`config.mk`:
```
export PLATFORM = sky130hd
export DESIGN_NAME = approx_pipe_adder
export DESIGN_NICKNAME = d
export VERILOG_FILES = /design/src/rtl/approx_pipe_adder_pkg.sv /design/src/rtl/approx_pipe_adder_low_part.sv /design/src/rtl/approx_pipe_adder.sv
export SDC_FILE = /design/constraint.sdc
export NUM_CORES = 1
export LEC_CHECK = 0
export ABC_CLOCK_PERIOD_IN_PS = 2800
export BUFFER_PORTS_ARGS = -buffer_cell sky130_fd_sc_hd__buf_2
export CAP_MARGIN = 20
export CORE_MARGIN = 4
export CORE_UTILIZATION = 44
export CTS_CLUSTER_SIZE = 8
export DETAILED_ROUTE_END_ITERATION = 6
export GPL_ROUTABILITY_DRIVEN = 0
export GPL_TIMING_DRIVEN = 1
export MAX_ROUTING_LAYER = met4
export PLACE_DENSITY = 0.7
export SLEW_MARGIN = 10
export SYNTH_ARGS = -nofsm -noshare
export SYNTH_HDL_FRONTEND = slang
export SYNTH_SLANG_ARGS = --single-unit
```
`constraint.sdc`:
```
create_clock -name i_Clk -period 2.8 [get_ports i_Clk]
set_input_delay 0.7 -clock i_Clk [delete_from_list [all_inputs] [get_ports i_Clk]]
set_output_delay 0.7 -clock i_Clk [all_outputs]
set_load 0.02 [all_outputs]
```
`src/rtl/approx_pipe_adder_pkg.sv`:
```
// Shared types for the approximate pipelined adder: the per-transaction
// approximation mode and the width of the truncation-width field.
package approx_pkg;

   typedef enum logic [1:0] {
      MODE_EXACT = 2'b00,
      MODE_ZERO  = 2'b01,
      MODE_ONES  = 2'b10,
      MODE_LOA   = 2'b11
   } approx_mode_e;

   // Width of the K field able to hold 0..kmax; never narrower than 1 bit.
   function automatic int k_width(input int kmax);
      return (kmax < 1) ? 1 : $clog2(kmax + 1);
   endfunction

endpackage

```
`src/rtl/approx_pipe_adder_low_part.sv`:
```
// Combinational low-part generator: approximate bits [K-1:0], the carry
// injected into bit K, and the signed error against the exact low sum.
module approx_low_part
   import approx_pkg::*;
#(
   parameter int KMAX = 8,
   parameter int KW   = k_width(KMAX)
) (
   input  logic [KMAX-1:0]       a,
   input  logic [KMAX-1:0]       b,
   input  approx_mode_e          mode,
   input  logic [KW-1:0]         k,
   output logic [KMAX-1:0]       low,
   output logic [KMAX-1:0]       mask,
   output logic [KMAX-1:0]       inj,
   output logic signed [KMAX+1:0] err
);

   logic [KW-1:0]   ke;
   logic [KMAX-1:0] top;
   logic            cin;
   logic [KMAX:0]   exact_lo;
   logic [KMAX:0]   approx_lo;

   always_comb begin
      ke = (mode == MODE_EXACT) ? '0 : k;
      for (int i = 0; i < KMAX; i++) begin
         mask[i] = (i < int'(ke));
      end
      // one-hot marker on bit K-1, where the injected carry lives
      top = mask & ~(mask >> 1);
      low = '0;
      cin = 1'b0;
      case (mode)
         MODE_ONES: low = mask;
         MODE_LOA: begin
            low = (a | b) & mask;
            cin = |(a & b & top);
         end
         default: low = '0;
      endcase
      inj       = top & {KMAX{cin}};
      exact_lo  = {1'b0, a & mask} + {1'b0, b & mask};
      approx_lo = {1'b0, low} + ({{KMAX{1'b0}}, cin} << ke);
      err       = signed'({1'b0, exact_lo}) - signed'({1'b0, approx_lo});
   end

endmodule

```
`src/rtl/approx_pipe_adder.sv`:
```
// Pipelined approximate adder: low part resolved on entry, upper carry chain
// rippled one N/STAGES slice per stage, global-stall valid/ready handshake.
module approx_pipe_adder
   import approx_pkg::*;
#(
   parameter  int N      = 16,
   parameter  int STAGES = 4,
   parameter  int KMAX   = 8,
   localparam int KW     = k_width(KMAX)
) (
   input  logic                   i_Clk,
   input  logic                   i_Rst_n,
   input  logic                   i_Valid,
   output logic                   o_Ready,
   input  logic [N-1:0]           i_A,
   input  logic [N-1:0]           i_B,
   input  logic [1:0]             i_Mode,
   input  logic [KW-1:0]          i_TruncK,
   output logic                   o_Valid,
   input  logic                   i_Ready,
   output logic [N-1:0]           o_Sum,
   output logic                   o_Cout,
   output logic signed [KMAX+1:0] o_Err
);

   localparam int W = N / STAGES;

   logic                   en;
   logic [STAGES:1]        vld_pipe;
   logic [KW-1:0]          k_c;
   logic [KMAX-1:0]        low_lo, mask_lo, inj_lo;
   logic signed [KMAX+1:0] err_lo;

   assign en      = !o_Valid || i_Ready;
   assign o_Ready = en;
   assign k_c     = (i_TruncK > KW'(KMAX)) ? KW'(KMAX) : i_TruncK;

   approx_low_part #(.KMAX(KMAX), .KW(KW)) u_low (
      .a    (i_A[KMAX-1:0]),
      .b    (i_B[KMAX-1:0]),
      .mode (approx_mode_e'(i_Mode)),
      .k    (k_c),
      .low  (low_lo),
      .mask (mask_lo),
      .inj  (inj_lo),
      .err  (err_lo)
   );

   always_ff @(posedge i_Clk or negedge i_Rst_n) begin
      if (!i_Rst_n) begin
         vld_pipe <= '0;
      end else if (en) begin
         vld_pipe[1] <= i_Valid;
         for (int s = 2; s <= STAGES; s++) vld_pipe[s] <= vld_pipe[s-1];
      end
   end

   // Stage s consumes operand bits from s*W upward; *_d vectors are rebased
   // so bit 0 is bit s*W of the original operands.
   for (genvar s = 0; s < STAGES; s++) begin : g_st
      localparam int RIN = N - s * W;

      logic [RIN-1:0]         a_d, b_d, mask_d, low_d, inj_d;
      logic                   c_d, c_n, c_q;
      logic signed [KMAX+1:0] err_d, err_q;
      logic [W-1:0]           slice;
      logic [(s+1)*W-1:0]     sum_d, sum_q;

      if (s == 0) begin : g_src
         assign a_d    = i_A;
         assign b_d    = i_B;
         assign mask_d = {{(N-KMAX){1'b0}}, mask_lo};
         assign low_d  = {{(N-KMAX){1'b0}}, low_lo};
         assign inj_d  = {{(N-KMAX){1'b0}}, inj_lo};
         assign c_d    = 1'b0;
         assign err_d  = err_lo;
         assign sum_d  = slice;
      end else begin : g_src
         assign a_d    = g_st[s-1].g_fwd.a_q;
         assign b_d    = g_st[s-1].g_fwd.b_q;
         assign mask_d = g_st[s-1].g_fwd.mask_q;
         assign low_d  = g_st[s-1].g_fwd.low_q;
         assign inj_d  = g_st[s-1].g_fwd.inj_q;
         assign c_d    = g_st[s-1].c_q;
         assign err_d  = g_st[s-1].err_q;
         assign sum_d  = {slice, g_st[s-1].sum_q};
      end

      // Masked bits take the approximate value and hand over the injected carry.
      always_comb begin
         slice = '0;
         c_n   = c_d;
         for (int j = 0; j < W; j++) begin
            if (mask_d[j]) begin
               slice[j] = low_d[j];
               c_n      = inj_d[j];
            end else begin
               slice[j] = a_d[j] ^ b_d[j] ^ c_n;
               c_n      = (a_d[j] & b_d[j]) | (c_n & (a_d[j] ^ b_d[j]));
            end
         end
      end

      always_ff @(posedge i_Clk or negedge i_Rst_n) begin
         if (!i_Rst_n) begin
            sum_q <= '0;
            c_q   <= 1'b0;
            err_q <= '0;
         end else if (en) begin
            sum_q <= sum_d;
            c_q   <= c_n;
            err_q <= err_d;
         end
      end

      if (s < STAGES - 1) begin : g_fwd
         logic [RIN-W-1:0] a_q, b_q, mask_q, low_q, inj_q;

         always_ff @(posedge i_Clk or negedge i_Rst_n) begin
            if (!i_Rst_n) begin
               a_q    <= '0;
               b_q    <= '0;
               mask_q <= '0;
               low_q  <= '0;
               inj_q  <= '0;
            end else if (en) begin
               a_q    <= a_d[RIN-1:W];
               b_q    <= b_d[RIN-1:W];
               mask_q <= mask_d[RIN-1:W];
               low_q  <= low_d[RIN-1:W];
               inj_q  <= inj_d[RIN-1:W];
            end
         end
      end
   end

   assign o_Valid = vld_pipe[STAGES];
   assign o_Sum   = g_st[STAGES-1].sum_q;
   assign o_Cout  = g_st[STAGES-1].c_q;
   assign o_Err   = g_st[STAGES-1].err_q;

endmodule

```
==> results.py, run 1 <==
metrics = {
    "sta": {
        "fin_worst_skew_ns": 0.00570,
        "setup_slack_ns": -1.35,
        "setup_viol": 12,
        "maxClockFrequency_mhz": 241,
        "fin_crit_sh_pct": 148,
        "hold_viol_final": 0,
        "relSlewSlack_pct": 60.4,
        "whs_ns": 0.239,
        "setup_tns_ns": -10.12,
        "slew_viol_final": 0,
        "worstMarginPinSlew_ns": 0.593,
        "period_minus_slack_ns": 4.15,
        "rsz0062_at_grt": "true",
    },
    "grt": {
        "grt_util_met3_pct": 3.56,
        "grt_first_pass_wirelength_um": 28200,
        "use_met2_pct": 28.1,
        "top_usage_layer": "met2",
        "grt_use_met1_pct": 24.7,
        "gr-total-overflow": 0,
        "grt_pass1_vias": 5917,
        "antenna_found_initial": 0,
        "grt_max_degree": 137,
        "grt_usage_pct": 18.3,
    },
    "synthesis": {
        "syn-cell-area_um2": 7470,
        "synthMuxAreaShare_pct": 1.42,
        "syn_avg_cell_area_um2": 8.97,
        "async_flop_share_pct": 100,
        "synth_compound_area_share_pct": 8.76,
        "synth-simple-area-share_pct": 23.5,
        "synth_nets": 925,
        "synth_flop_cell": "dfrtp_1",
        "ys_warn_count": 0,
        "synthAdderAreaFrac_pct": 10.8,
        "yosysSeqAreaShare_pct": 49.6,
        "ys_ff_latch": 148,
        "synthXorXnorAreaFrac_pct": 1.05,
        "synth.distinct_cells": 58,
        "synth_edf_count": 0,
        "synth_top_family_by_area": "simple AND/OR/NAND/NOR gates",
        "syn_inst": 833,
    },
    "worst_setup_path": {
        "start_kind": "primary input",
        "critPathArrivalTime_ns": 4.47,
        "critPathCaptureType": "flop",
        "cp_slowest_cell": "fa_1",
        "rr_worst_depth": 11,
        "critical_path_required_ns": 3.11,
        "crit_chain": "buf_8 > or2_4 > a2111oi_4 > a211oi_2 > nor3_2 > inv_1 > fa_2 > nor2b_4 > o21ai_4 > a21oi_2 > nor2_1 > xnor2_1 > fa_1 > inv_2 > ha_4 > or3_4 > o221a_4 > o21a_1 > o31ai_1",
        "path_max_fanout": 2,
        "slowest_delay_ns": 0.50,
        "critical_path_class": "in2reg",
    },
    "final_layout": {
        "final_common_cell": "nand2_1",
        "final_area_um2": 9710,
        "post-route-util_pct": 58.3,
        "syn2layout_area_growth_pct": 29.9,
        "finalNonFillerCells": 1224,
        "final_cell_mix": "nand2_1 (355), dfrtp_1 (148), buf_4 (101)",
        "drive_gt1_share_pct": 27.3,
        "nets": 1085,
        "diodes": 0,
    },
    "cts": {
        "cts_num_sinks": 148,
        "cts.root.buffer_cell": "clkbuf_16",
        "cts_tree": "done",
        "numCtsBuffers": 17,
        "ctsHoldBuffers": 0,
        "path_clk_slew_ns": 0.06,
        "cts_max_path_buffers": 2,
        "htree_num_levels": 4,
        "insertion_delay_ns": 0.41,
    },
    "placement": {
        "placedCellCount": 1185,
        "dpl.hpwl_um": 11500,
        "pre_cts_ws_ns": -1.83,
        "place_area_um2": 8850,
        "io_buffers": 70,
    },
    "drt": {
        "vias_per_cell": 4.82,
        "first_pass_iters": 5,
        "vias": 5902,
        "drc": 0,
        "drt_iter0_drc": 432,
        "wl_um": 16600,
        "postRouteAntennaNets": 0,
        "detail_route.wl_per_cell_um": 13.5,
    },
    "floorplanning": {
        "coreArea_um2": 16600,
        "io_pins": 71,
        "initial_core_util_pct": 44.9,
        "fp-row-count": 47,
        "fp.dieW_um": 138,
        "die-area_um2": 19100,
        "dieHeight_um": 138,
    },
    "run_status": {
        "violations": "negative setup slack",
        "status": "finished, violations left",
    },
    "power_and_ir_drop": {
        "power_density_nw_per_um2": 906,
        "power_mw": 8.80,
        "p_leak_nw": 5.00,
        "vdd_drop_max_mv": 0.618,
    },
    "worst_hold_path": {
        "min_path_type": "in2async",
    },
    "run": {
        "max-cap-violations": 0,
    },
}
-- logic make-up (layout without fill, tap and decap cells) --
logic type,Yosys count,in the layout
and+or+nand+nor,430,430
DFF,148,148
AOI/OAI and AO/OA,95,95
adders and majority gates,50,50
xor gates and xnor gates,9,9
other,1,1
muxes,10,10
buffers and inverters,90,261
-- worst paths after layout --
path                       slack, ns                     to   startpoint
setup / recovery               -1.35       g_st[0].err_q[8]  i_TruncK[2]
hold / removal                  0.24  g_st[0].g_fwd.a_q[11]      i_Rst_n
setup reg to reg                0.07       g_st[1].sum_q[7]  g_st[0].c_q
hold reg to reg                 0.46               o_Err[2]     o_Err[2]
max in group asynchronous       1.83       g_st[1].err_q[5]      i_Rst_n
min in group i_Clk              0.46               o_Err[2]     o_Err[2]
-- synth_stat cells, types with 5 or more instances --
cell type  instances  area share (%)
nor2_1            28             1.4
ha_1              26             4.4
nor3_1             7            0.47
a21oi_1           28             1.9
xnor2_1            6            0.70
mux2i_1            5            0.67
clkbuf_1          22             1.1
nand2_1          356              18
dfrtp_1          148              50
o21a_1             6            0.60
o21ai_0           25             1.7
inv_1             53             2.7
nand3_1           10            0.67
mux2_2             5            0.75
buf_2              8            0.54
nor2b_1            6            0.50
fa_1              24             6.4
-- repair_timing --
item | in CTS | in global routing
pin swaps | 36 | 20
setup buffers | 3 | 6
setup endpoints to repair | 13 | 13
hold endpoints to repair | 0 | 0
resized for setup | 37 | 23
-- critical path: cells and delay by family --
family / cells / cell delay (ns)
AOI/OAI and AO/OA: 7 / 1.34
buffers and inverters: 3 / 0.23
xor gates and xnor gates: 1 / 0.15
adders and majority gates: 3 / 1.05
and+or+nand+nor: 5 / 0.99
-- sequential cells by signal (all words and copies together) (netlist names), 3 cells and up --
register	count
g_st.sum_q	24
g_st.g_fwd.b_q	24
g_st.g_fwd.mask_q	4
g_st.g_fwd.inj_q	4
g_st.g_fwd.low_q	4
g_st.c_q	3
o_Sum	16
g_st.err_q	30
o_Err	10
g_st.g_fwd.a_q	24
vld_pipe	4
-- final cells by class --
type                       count  area, um^2
clock buffer                  21         460
fill                        1452        6930
clock inverter                 9         106
inverter                      53         201
timing repair buffer         178        1290
multi-input combinational    595        3670
sequential                   148        3700
tap                          220         275
-- routing by layer --
metal,vias to the layer above,wire length [um]
li1,2977,-
met1,2789,7850
met2,116,7920
met3,20,527
met4,0,257
met5,-,0
-- power by group --
group          switching, mW  internal [mW]
logic                   1.84           1.26
registers              0.464           3.05
clock network          0.848           1.34
Note: power is estimated with default switching activity, not from simulation.
==> run 2, diff against run 1 <==
Settings changed: RECOVER_POWER set to 100.
==> run 2 against run 1 <==
  * The flow still finishes with violations (negative setup slack)
  * Global-route usage stayed put
  * Wire length fell by 0.63%
  * Register-to-register slack got worse by 0.02 ns
  * Total power down 0.31%
  * Cell area shrank 0.57%
  * Critical path type unchanged
==> results.py, run 2 (synthesized netlist as in run 1, its figures left out) <==
metrics = {
    "run_status": {
        "status": "finished, violations left",
        "violations": "negative setup slack",
    },
    "worst_setup_path": {
        "cp.depth": 19,
        "crit_chain": "buf_8 > or2_4 > a2111oi_4 > a211oi_2 > nor3_2 > inv_1 > fa_2 > nor2b_4 > o21ai_4 > a21oi_2 > nor2_1 > xnor2_1 > fa_1 > inv_2 > ha_4 > or3_4 > o221a_4 > o21a_1 > o31ai_1",
        "critical_path_required_ns": 3.11,
        "crit_buf_inv": 3,
        "critical_path_class": "in2reg",
        "start_kind": "primary input",
        "crit_start": "i_TruncK[2]",
        "r2r_start": "g_st[0].c_q",
        "critPathCaptureType": "flop",
        "cp_slowest_cell": "fa_1",
        "critPathArrivalTime_ns": 4.47,
        "slowest_delay_ns": 0.50,
        "cp_top_family": "compound AO/OA/AOI/OAI gates",
        "rr_worst_depth": 11,
        "rrSetupSlack_ns": 0.05,
        "path_max_fanout": 2,
    },
    "sta": {
        "setup_viol": 12,
        "hold_viol_final": 0,
        "rsz0062_at_grt": "true",
        "setup_slack_ns": -1.36,
        "period_minus_slack_ns": 4.16,
        "relSlewSlack_pct": 1.64,
        "worstMarginPinSlew_ns": 1.48,
        "maxClockFrequency_mhz": 240,
        "fin_worst_skew_ns": 0.00723,
        "setup_tns_ns": -10.37,
        "fin_crit_sh_pct": 149,
        "slew_viol_final": 0,
    },
    "cts": {
        "insertion_delay_ns": 0.41,
        "cts_num_sinks": 148,
        "path_clk_slew_ns": 0.06,
        "numCtsBuffers": 17,
        "cts_max_path_buffers": 2,
        "cts_tree": "done",
        "cts.root.buffer_cell": "clkbuf_16",
        "htree_num_levels": 4,
    },
    "drt": {
        "postRouteAntennaNets": 0,
        "first_pass_iters": 4,
        "vias": 5906,
        "drt_iter0_drc": 431,
        "wl_um": 16500,
        "detail_route.wl_per_cell_um": 13.4,
        "drc": 0,
        "vias_per_cell": 4.83,
    },
    "final_layout": {
        "diodes": 0,
        "final_common_cell": "nand2_1",
        "final_area_um2": 9650,
        "multi_input_area_um2": 3670,
        "largest_reg_flops": 30,
        "post-route-util_pct": 58.0,
        "drive_gt1_share_pct": 27.2,
        "fillers": 1461,
        "regMostFlops": "g_st.err_q",
        "final_cell_mix": "nand2_1 (355), dfrtp_1 (148), buf_4 (99)",
        "nets": 1085,
        "syn2layout_area_growth_pct": 29.2,
        "ff_latch_area_um2": 3700,
    },
    "power_and_ir_drop": {
        "vdd_drop_max_mv": 0.616,
        "power_mw": 8.77,
        "p_leak_nw": 4.97,
        "power_density_nw_per_um2": 909,
    },
    "placement": {
        "io_buffers": 70,
        "place_area_um2": 8850,
        "pre_cts_ws_ns": -1.83,
        "dpl.hpwl_um": 11500,
    },
    "floorplanning": {
        "initial_core_util_pct": 44.9,
        "die-area_um2": 19100,
        "dieHeight_um": 138,
        "fp.dieW_um": 138,
        "io_pins": 71,
        "fp-row-count": 47,
        "coreArea_um2": 16600,
    },
    "run": {
        "max-cap-violations": 0,
    },
    "grt": {
        "top_usage_layer": "met2",
        "grt_use_met1_pct": 24.7,
        "grt_pass1_vias": 5917,
        "gr-total-overflow": 0,
        "grt_first_pass_wirelength_um": 28200,
        "grt_util_met3_pct": 3.56,
        "grt_max_degree": 137,
        "grt_usage_pct": 18.3,
        "antenna_found_initial": 0,
        "use_met2_pct": 28.1,
    },
    "worst_hold_path": {
        "hold_depth": 2,
        "min_path_type": "reg2reg",
        "holdCritStartpoint": "o_Sum[2]",
    },
}
==> run 2: cell types whose count changed in the layout (fill, tap and decap cells not counted), sizes merged <==
| cell | previous run | this run |
|---|---|---|
| buf | 178 | 172 |
| clkbuf | 21 | 27 |
==> run 2: worst paths after layout <==
path / endpoint
worst max-delay path: g_st[0].err_q[8]
worst min-delay path: o_Sum[2]
worst max register to register: g_st[1].sum_q[7]
worst min register to register: o_Sum[2]
max in group asynchronous: g_st[1].sum_q[6]
min in group asynchronous: g_st[0].g_fwd.a_q[11]
==> run 2: metrics by stage <==
stage                     cells  hold slack (ns)
after floorplan             833            0.404
after global placement     1185            0.446
after detailed placement   1185            0.451
after CTS                  1218            0.253
after global routing       1224            0.470
final                      1224            0.458
==> run 2: timing repair <==
| item | 4_1_cts | 5_1_grt |
|---|---|---|
| setup endpoints to repair | 13 | 13 |
| pin swaps | 36 | 20 |
| hold buffers | 0 | 0 |
| resized for setup | 37 | 23 |
| buffers inserted | 3 | 6 |
==> run 2: where the power goes <==
part / switching [mW] / internal (mW)
clock: 0.846 / 1.34
combinational: 1.83 / 1.24
sequential: 0.462 / 3.05
total: 3.14 / 5.63
==> run 2: worst register-to-register path: cells and delay by family, from the launching register on <==
family / cells / cell delay [ns]
AO/OA/AOI/OAI: 2 / 0.18
adder cells (fa/ha/maj): 4 / 1.34
buffers and inverters: 1 / 0.07
flip-flops: 1 / 0.38
multiplexers: 3 / 0.55
AND/OR/NAND/NOR: 1 / 0.11
==> run 2: final cells by class <==
type	count	area share, %
Clock buffer	21	4.77
Clock inverter	9	1.10
Inverter	53	2.09
Multi-Input combinational cell	595	38.0
Sequential cell	148	38.4
Tap cell	220	2.85
Timing Repair Buffer	178	12.8
==> run 2: metal layers <==
layer	wire (um)	vias to the layer above
li1	-	2975
met4	281	0
met3	533	25
met2	7860	112
met1	7780	2794
met5	0	-
==> run 3, diff against run 2 <==
Settings changed: ABC_AREA set to 1, CORE_MARGIN 4 to not set.
==> run 3 against run 2 <==
  * The run ends with max-capacitance violations, max-slew violations, negative setup slack left
  * Synthesized cell count is 8.0% higher
  * Worst setup slack better by 0.16 ns
  * Utilization is 2.1 points higher
==> results.py, run 3 <==
metrics = {
    "run_status": {
        "status": "finished, violations left",
        "violations": "max-capacitance violations, max-slew violations, negative setup slack",
    },
    "grt": {
        "grt_first_pass_wirelength_um": 29000,
        "antenna_found_initial": 0,
        "gr-total-overflow": 0,
        "grt_max_degree": 149,
        "grt_pass1_vias": 6245,
        "grt_usage_pct": 21.5,
    },
    "sta": {
        "maxClockFrequency_mhz": 250,
        "rsz0062_at_grt": "true",
        "worstMarginPinSlew_ns": 1.77,
        "slew_viol_final": 75,
        "whs_ns": 0.465,
        "fin_crit_sh_pct": 143,
        "hold_viol_final": 0,
        "fin_worst_skew_ns": 0.00926,
        "setup_slack_ns": -1.19,
        "setup_viol": 13,
        "period_minus_slack_ns": 3.99,
        "relSlewSlack_pct": -17.8,
    },
    "cts": {
        "numCtsBuffers": 17,
        "cts_num_sinks": 148,
        "cts.root.buffer_cell": "clkbuf_16",
        "ctsHoldBuffers": 0,
        "path_clk_slew_ns": 0.06,
        "cts_tree": "done",
        "insertion_delay_ns": 0.42,
        "cts_max_path_buffers": 2,
        "htree_num_levels": 4,
    },
    "drt": {
        "first_pass_iters": 5,
        "wl_um": 17400,
        "vias": 6291,
        "drc": 0,
        "postRouteAntennaNets": 0,
        "vias_per_cell": 4.84,
        "detail_route.wl_per_cell_um": 13.4,
        "drt_iter0_drc": 457,
    },
    "placement": {
        "pre_cts_ws_ns": -1.65,
        "place_area_um2": 8810,
        "io_buffers": 70,
        "dpl.hpwl_um": 11100,
        "placedCellCount": 1245,
    },
    "final_layout": {
        "drive_gt1_share_pct": 29.6,
        "diodes": 0,
        "regMostFlops": "g_st.err_q",
        "final_area_um2": 9960,
        "nets": 1159,
        "syn2layout_area_growth_pct": 32.8,
        "final_common_cell": "nand2_1",
        "final_cell_mix": "nand2_1 (380), dfrtp_1 (148), buf_4 (90)",
        "largest_reg_flops": 30,
        "finalNonFillerCells": 1300,
    },
    "synthesis": {
        "synthDominantCellAreaShare_pct": 49.4,
        "synth_flop_cell": "dfrtp_1",
        "synthTopCellsByArea": "dfrtp_1 (49%), nand2_1 (20%), fa_1 (6.4%)",
        "synth.distinct_cells": 38,
        "ys_ff_latch": 148,
        "syn_inst": 900,
        "yosysSeqAreaShare_pct": 49.4,
        "yosys-top-cells-count": "nand2_1 (398), dfrtp_1 (148), inv_1 (92)",
        "synth_largest_area_cell": "dfrtp_1",
        "synth_nets": 992,
        "synth.most_common_cell": "nand2_1",
        "synth_edf_count": 0,
        "async_flop_share_pct": 100,
        "syn-cell-area_um2": 7500,
        "syn_avg_cell_area_um2": 8.33,
        "ys_warn_count": 0,
    },
    "worst_setup_path": {
        "path_max_fanout": 5,
        "start_kind": "primary input",
        "critical_path_required_ns": 3.11,
        "crit_chain": "buf_2 > buf_4 > nand2_1 > nor2_1 > nand4_2 > nor2_2 > nor2_2 > nand2_4 > buf_6 > nand4_4 > fa_2 > o21ai_2 > xor2_1 > fa_1 > inv_2 > ha_4 > a21oi_2 > o21a_1 > nand2_2 > or2_4 > nand3_2 > nand2_1",
        "crit_buf_inv": 4,
        "critical_path_class": "in2reg",
        "critPathArrivalTime_ns": 4.31,
        "critPathCaptureType": "flop",
        "cp_top_family": "simple AND/OR/NAND/NOR gates",
        "cp_slowest_cell": "fa_1",
        "slowest_delay_ns": 0.48,
    },
    "floorplanning": {
        "coreArea_um2": 16600,
        "initial_core_util_pct": 45.2,
        "fp-row-count": 47,
        "die-area_um2": 17600,
        "io_pins": 71,
        "dieHeight_um": 133,
        "fp.dieW_um": 133,
    },
    "power_and_ir_drop": {
        "power_mw": 8.94,
        "vdd_drop_max_mv": 0.770,
        "power_density_nw_per_um2": 897,
        "p_leak_nw": 5.24,
    },
    "run": {
        "max-cap-violations": 1,
    },
    "worst_hold_path": {
        "min_path_type": "reg2reg",
    },
}
## run 3: cell count changes after synthesis, sizes merged, moves of 9 or more
cell / delta
buf: -9
nand4: +10
nand2: +44
inv: +44
o21ai: +26
nor3: -10
nor2: +10
## run 3: path summary, 6_finish.rpt
kind | cells past startpoint | slack, ns | to | from
worst max-delay path | 22 | -1.19 | g_st[0].err_q[7] | i_TruncK[2]
worst min-delay path | 2 | 0.46 | g_st[2].err_q[5] | g_st[1].err_q[5]
worst max register to register | 12 | 0.14 | g_st[1].sum_q[7] | g_st[0].c_q
worst min register to register | 2 | 0.46 | g_st[2].err_q[5] | g_st[1].err_q[5]
max in group asynchronous | 2 | 0.44 | o_Err[3] | i_Rst_n
min in group asynchronous | 1 | 0.76 | o_Sum[3] | i_Rst_n
## run 3: area by class of cell
cell class	count	area, um^2
clock inverter	10	124
tap	220	275
sequential	148	3700
fill	1423	6620
multi-input combinational	621	3730
clock buffer	22	464
timing repair buffer	182	1290
inverter	97	377
## run 3: per-layer routing
layer	global-route usage [%]	wire, um	vias up
li1	-	-	3104
met1	27.2	7880	2968
met2	33.3	8260	160
met3	4.44	638	59
met4	9.71	680	0
met5	-	0	-
## run 3: power breakdown
part | internal, mW | switching, mW
clock | 1.36 | 0.869
combinational | 1.26 | 1.93
sequential | 3.05 | 0.466
total | 5.67 | 3.27
## run 3: metrics by stage
| stage | TNS [ns] | utilization (%) |
|---|---|---|
| 2_1_floorplan | -10.50 | - |
| 3_3_place_gp | -15.17 | 53.1 |
| 3_5_place_dp | -16.23 | 53.1 |
| 4_1_cts | -8.67 | 58.8 |
| 5_1_grt | -12.87 | 60.1 |
| 6_report | -10.57 | 60.1 |
## run 3: what timing repair did
| item | 4_1_cts | 5_1_grt |
|---|---|---|
| setup endpoints to repair | 13 | 14 |
| pin swaps | 51 | 49 |
| gates resized for setup | 65 | 53 |
| setup buffers | 17 | 9 |
## run 3: logic make-up after synthesis
group	after synthesis	synth area share [%]
DFF	148	49.4
xor gates and xnor gates	10	1.17
AOI/OAI and AO/OA	93	7.04
other	1	0.0500
and+or+nand+nor	467	24.9
adders and majority gates	50	10.7
buffers and inverters	131	6.72
## run 3: worst register-to-register path, cell delays in order (launching register included)
cell and delay, ns:
dfrtp_1 0.34, inv_1 0.06, fa_1 0.44, o21ai_1 0.24, fa_1 0.22, nand2_1 0.06, o21ai_0 0.11, fa_2 0.25
o21ai_2 0.07, fa_1 0.47, nand2_1 0.05, o211ai_1 0.08, o21ai_0 0.10
